[src/rtl/simd_pixel_engine.sv]
// In-place SIMD brighten pass over the frame RAM: read, saturating add per 8-bit lane, write back, then signal TX.
// Define SIMD_THRESHOLD_EN to binarise each brightened lane against THRESH.
module simd_pixel_engine #(
  parameter int          RAM_SIZE  = 28,
  parameter int          ADDR_BITS = 5,
  parameter int          DATA_W    = 32,
  parameter logic [7:0]  OFFSET    = 8'd32,
  parameter logic [7:0]  THRESH    = 8'd128
) (
  input  logic                 clk,
  input  logic                 reset,
  input  logic                 loadReady,
  input  logic [DATA_W-1:0]    dataOut,
  output logic [ADDR_BITS-1:0] addr,
  output logic                 writeEnable,
  output logic [DATA_W-1:0]    dataIn,
  output logic                 sendStart,
  output logic                 busy
);

  localparam int                   LANES = DATA_W / 8;
  localparam logic [ADDR_BITS-1:0] LAST  = ADDR_BITS'(RAM_SIZE - 1);
`ifdef SIMD_THRESHOLD_EN
  localparam bit THRESH_EN = 1'b1;
`else
  localparam bit THRESH_EN = 1'b0;
`endif

  typedef enum logic [2:0] {IDLE, READ, WAIT, WRITE, DONE} state_t;

  state_t               state, state_nxt;
  logic [ADDR_BITS-1:0] idx;
  logic                 loadReady_q;
  logic                 trigger;

  function automatic logic [7:0] sat_add(input logic [7:0] p);
    logic [8:0] sum;
    sum = {1'b0, p} + {1'b0, OFFSET};
    return sum[8] ? 8'hFF : sum[7:0];
  endfunction

  function automatic logic [7:0] lane_fn(input logic [7:0] p);
    logic [7:0] s;
    logic [7:0] bin;
    s   = sat_add(p);
    bin = (s >= THRESH) ? 8'hFF : 8'h00;
    return THRESH_EN ? bin : s;
  endfunction

  function automatic logic [DATA_W-1:0] brighten(input logic [DATA_W-1:0] w);
    logic [DATA_W-1:0] o;
    o = '0;
    for (int l = 0; l < LANES; l++) o[l*8 +: 8] = lane_fn(w[l*8 +: 8]);
    return o;
  endfunction

  // Power-up with the edge register high so a level already present is not a start.
  assign trigger = (state == IDLE) && loadReady && !loadReady_q;

  always_ff @(posedge clk) begin
    if (reset) begin
      state       <= IDLE;
      idx         <= '0;
      loadReady_q <= 1'b1;
      dataIn      <= '0;
    end else begin
      state       <= state_nxt;
      loadReady_q <= loadReady;
      if (state == WAIT) dataIn <= brighten(dataOut);
      if (state == WRITE && idx != LAST) idx <= idx + 1'b1;
      else if (state == DONE) idx <= '0;
    end
  end

  always_comb begin
    state_nxt = state;
    case (state)
      IDLE:    if (trigger) state_nxt = READ;
      READ:    state_nxt = WAIT;
      WAIT:    state_nxt = WRITE;
      WRITE:   state_nxt = (idx == LAST) ? DONE : READ;
      DONE:    state_nxt = IDLE;
      default: state_nxt = IDLE;
    endcase
  end

  always_comb begin
    addr        = idx;
    writeEnable = (state == WRITE);
    sendStart   = (state == DONE);
    busy        = (state != IDLE);
  end

endmodule

[config.mk]
export PLATFORM = sky130hd
export DESIGN_NAME = simd_pixel_engine
export DESIGN_NICKNAME = d
export VERILOG_FILES = /design/src/rtl/simd_pixel_engine.sv
export SDC_FILE = /design/constraint.sdc
export NUM_CORES = 1
export LEC_CHECK = 0
export ABC_AREA = 0
export BUFFER_PORTS_ARGS = -buffer_cell sky130_fd_sc_hd__buf_2
export CORE_MARGIN = 8
export CORE_UTILIZATION = 32
export CTS_CLUSTER_DIAMETER = 50
export CTS_CLUSTER_SIZE = 12
export DETAILED_ROUTE_END_ITERATION = 12
export GPL_TIMING_DRIVEN = 0
export PLACE_DENSITY = 0.71
export SYNTH_ARGS = -nofsm -noshare
export SYNTH_HDL_FRONTEND = slang
export SYNTH_SLANG_ARGS = --single-unit
[constraint.sdc]
create_clock -name clk -period 1.33 [get_ports clk]
set_clock_uncertainty 0.2 [all_clocks]
set_input_delay 0.1995 -clock clk [delete_from_list [all_inputs] [get_ports clk]]
set_output_delay 0.1995 -clock clk [all_outputs]
set_load 0.01 [all_outputs]
==> run_results.csv <==
group,metric,value,unit
route,drtIter0Drc,89,
route,vias,1743,
final_layout,diodes,0,
power_and_ir_drop,swShare,0.317,
route,drc,0,
clocking,cts_buffers,5,
power_and_ir_drop,p_int,2.62,mW
clocking,clk_pin_slew,0.08,ns
place,portBuffers,74,
final_layout,fin_cells,343,
clocking,cts.sinks,41,
route,drtPass1Iterations,4,
synth,async_flop_share,0,
final_layout,multi_input_area,852,sq um
outcome,status,"finished, violations left",
die,die_y,87.5,microns
setup_path,cp_max_fo,5,
route,post_drt_via_cell_ratio,5.08,
setup_path,path_cells,"or3b_4, inv_2, buf_6",
setup_path,arrival,1.24,ns
setup_path,required,0.93,ns
final_layout,utilization,0.562,
die,io_pins,75,
clocking,clockBufferDepth,2,
setup_path,slowest_stage,"or3b_4",
synth,syn-cell-area,1640,sq um
power_and_ir_drop,power.leakage,1.27,nW
final_layout,layout_commonest_cell,"buf_2",
setup_path,end_kind,"primary output",
synth,synth_top_area_frac,0.502,
final_layout,layout_common_cells,"72 x buf_2, 34 x dfxtp_1, 33 x dlygate4sd3_1, 28 x o221a_1, 11 x buf_4",
synth,ys_seq_area_frac,0.502,
global_route,grt_max_degree,13,
synth,synth-edff-count,0,
sta,fmax,609,MHz
synth,yosys.area.top_type,"dfxtp_1",
setup_path,crit_type,"register to primary output",
die,core-area,5010,sq um
clocking,clk_latency,0.29,ns
synth,synth.distinct_cells,32,
final_layout,fillers,461,
setup_path,critical_path.top_delay_family,"simple AND/OR/NAND/NOR gates",
die,die-width,87.5,microns
global_route,track_usage,0.154,
power_and_ir_drop,power_frac_comb,0.345,
synth,syn_inst,145,
power_and_ir_drop,clockPowerShare,0.236,
outcome,violations,"setup timing",
synth,synth_fp_nets,185,
global_route,grt_first_pass_wirelength,9150,microns
final_layout,drive_gt1_frac,0.451,
place,place_congestion,0.765,
die,start_util,0.327,
sta,worst_slew_pin_slew,0.535,ns
place,dp_cells,289,
power_and_ir_drop,switching_power,1.22,mW
power_and_ir_drop,powerDensity,1360,nW/um^2
synth,synth_ff_type,"dfxtp_1",
die,dieArea,7660,sq um
clocking,cts_tree,"yes",
final_layout,ff_latch_area,842,sq um
synth,synth-seq-cells,41,
power_and_ir_drop,seqPwrFrac,0.420,
clocking,cts_max_level,2,
sta,timing.final.ws_setup,-0.311,ns
clocking,cts.root.buffer_cell,"clkbuf_8",
route,postRouteAntennaNets,0,
place,hpwl,3470,microns
global_route,grt_pass1_vias,1878,
sta,finalMaxSlewViolations,0,
route,drt-total-wl,5690,microns
sta,fin_crit,1.64,ns
sta,setup_violations,41,
sta,slew_headroom,0.643,
job,cap_violations,0,
sta,min_period_over_period,1.23,
global_route,antenna_found_initial,0,
sta,hold_violations,0,
setup_path,slowest_delay,0.40,ns
route,routedWlPerCell,16.6,microns
synth,synth.top_cells.by_area,"dfxtp_1 50%, o221a_1 19%, ha_1 3.8%, o211ai_1 2.3%, a311oi_1 2.1%",
setup_path,crit_buf_inv,2,
synth,yosysWarningCount,0,
sta,rsz0062_at_grt,"yes",
die,num_rows,26,
final_layout,layout.nets,313,
setup_path,start_kind,"register",
synth,synth.avg_cell_area,11.3,sq um
hold_path,hp-class,"primary input to register",
global_route,overflow,0,
place,place_ws,-0.187,ns
power_and_ir_drop,irDropWorstVdd,0.562,mV
final_layout,syn_to_final_growth,71.9,%
==> tightest hold or removal path, cell delays in order <==
cell	delay, ns
buf_2	0.12
nand2_1	0.07
a311oi_1	0.10
==> state kept, by name, indices dropped and copies added (netlist names) <==
signal	count
dataIn	32
addr	5
state	3
loadReady_q	1
==> power by group through the flow <==
stage,clock network (mW),logic (mW),registers (mW)
final,0.905,1.32,1.61
after global routing,0.975,1.44,1.64
after CTS,0.929,1.27,1.61
after detailed placement,0,1.06,1.62
after global placement,0,1.04,1.62
after floorplan,0,0.514,1.73
==> logic make-up after synthesis <==
group | synth area share
AO/OA/AOI/OAI | 0.270
XOR/XNOR | 0.0268
adder cells (fa/ha/maj) | 0.0382
buffers and inverters | 0.0390
flip-flops | 0.502
AND/OR/NAND/NOR | 0.125
==> Yosys cell counts (all sizes together), types with 3 or more instances <==
| library cell | number |
|---|---|
| dfxtp | 41 |
| o221a | 28 |
| nand2 | 9 |
| nand3 | 6 |
| buf | 5 |
| ha | 5 |
| inv | 5 |
| o211ai | 5 |
| a21oi | 4 |
| a311oi | 4 |
| clkbuf | 4 |
| nor2 | 4 |
| xor2 | 4 |
| or3 | 3 |
==> per-stage QoR <==
| stage | area, sq um | hold WS (ns) | setup TNS (ns) | power [mW] |
|---|---|---|---|---|
| finish | 2810 | 0.0470 | -9.33 | 3.84 |
| global route | 2810 | 0.0403 | -12.54 | 4.05 |
| CTS | 2760 | 0.00345 | -9.21 | 3.80 |
| detailed placement | 2150 | 0.201 | -6.25 | 2.69 |
| global placement | 2150 | 0.200 | -5.67 | 2.66 |
| floorplan | 1690 | 0.0775 | -2.11 | 2.24 |
==> layout make-up <==
class / instances / area share
plain buffers: 7 / 0.0156
clock buffers: 6 / 0.0333
clock inverters: 1 / 0.00178
inverters: 5 / 0.00756
multi-input cells: 90 / 0.303
flip-flops and latches: 41 / 0.299
well taps: 70 / 0.0311
repair buffers: 123 / 0.309
==> metal layers <==
metal	GRT usage	up-vias	wire length [microns]
met5	0	-	0
met4	0.0859	0	167
met3	0.0377	17	355
met2	0.269	77	2850
met1	0.166	815	2320
li1	-	834	-
==> final timing paths <==
path	startpoint	end	slack, ns	cells after the start
worst max-delay path	state[2]	sendStart	-0.31	3
worst max register to register	state[2]	dataIn[9]	-0.27	5
worst min register to register	state[2]	state[0]	0.26	1
worst min-delay path	dataOut[15]	dataIn[13]	0.05	3
==> what timing repair did <==
item | 4_1_cts | 5_1_grt
endpoints found under the hold margin | 25 | 0
hold buffers | 33 | 0
endpoints found under the setup margin | 40 | 44
setup buffers | 13 | 2
pin swaps | 8 | 10
gates cloned | 1 | 0
gates resized for setup | 21 | 11
No activity file was read; power rests on OpenSTA's default activity.
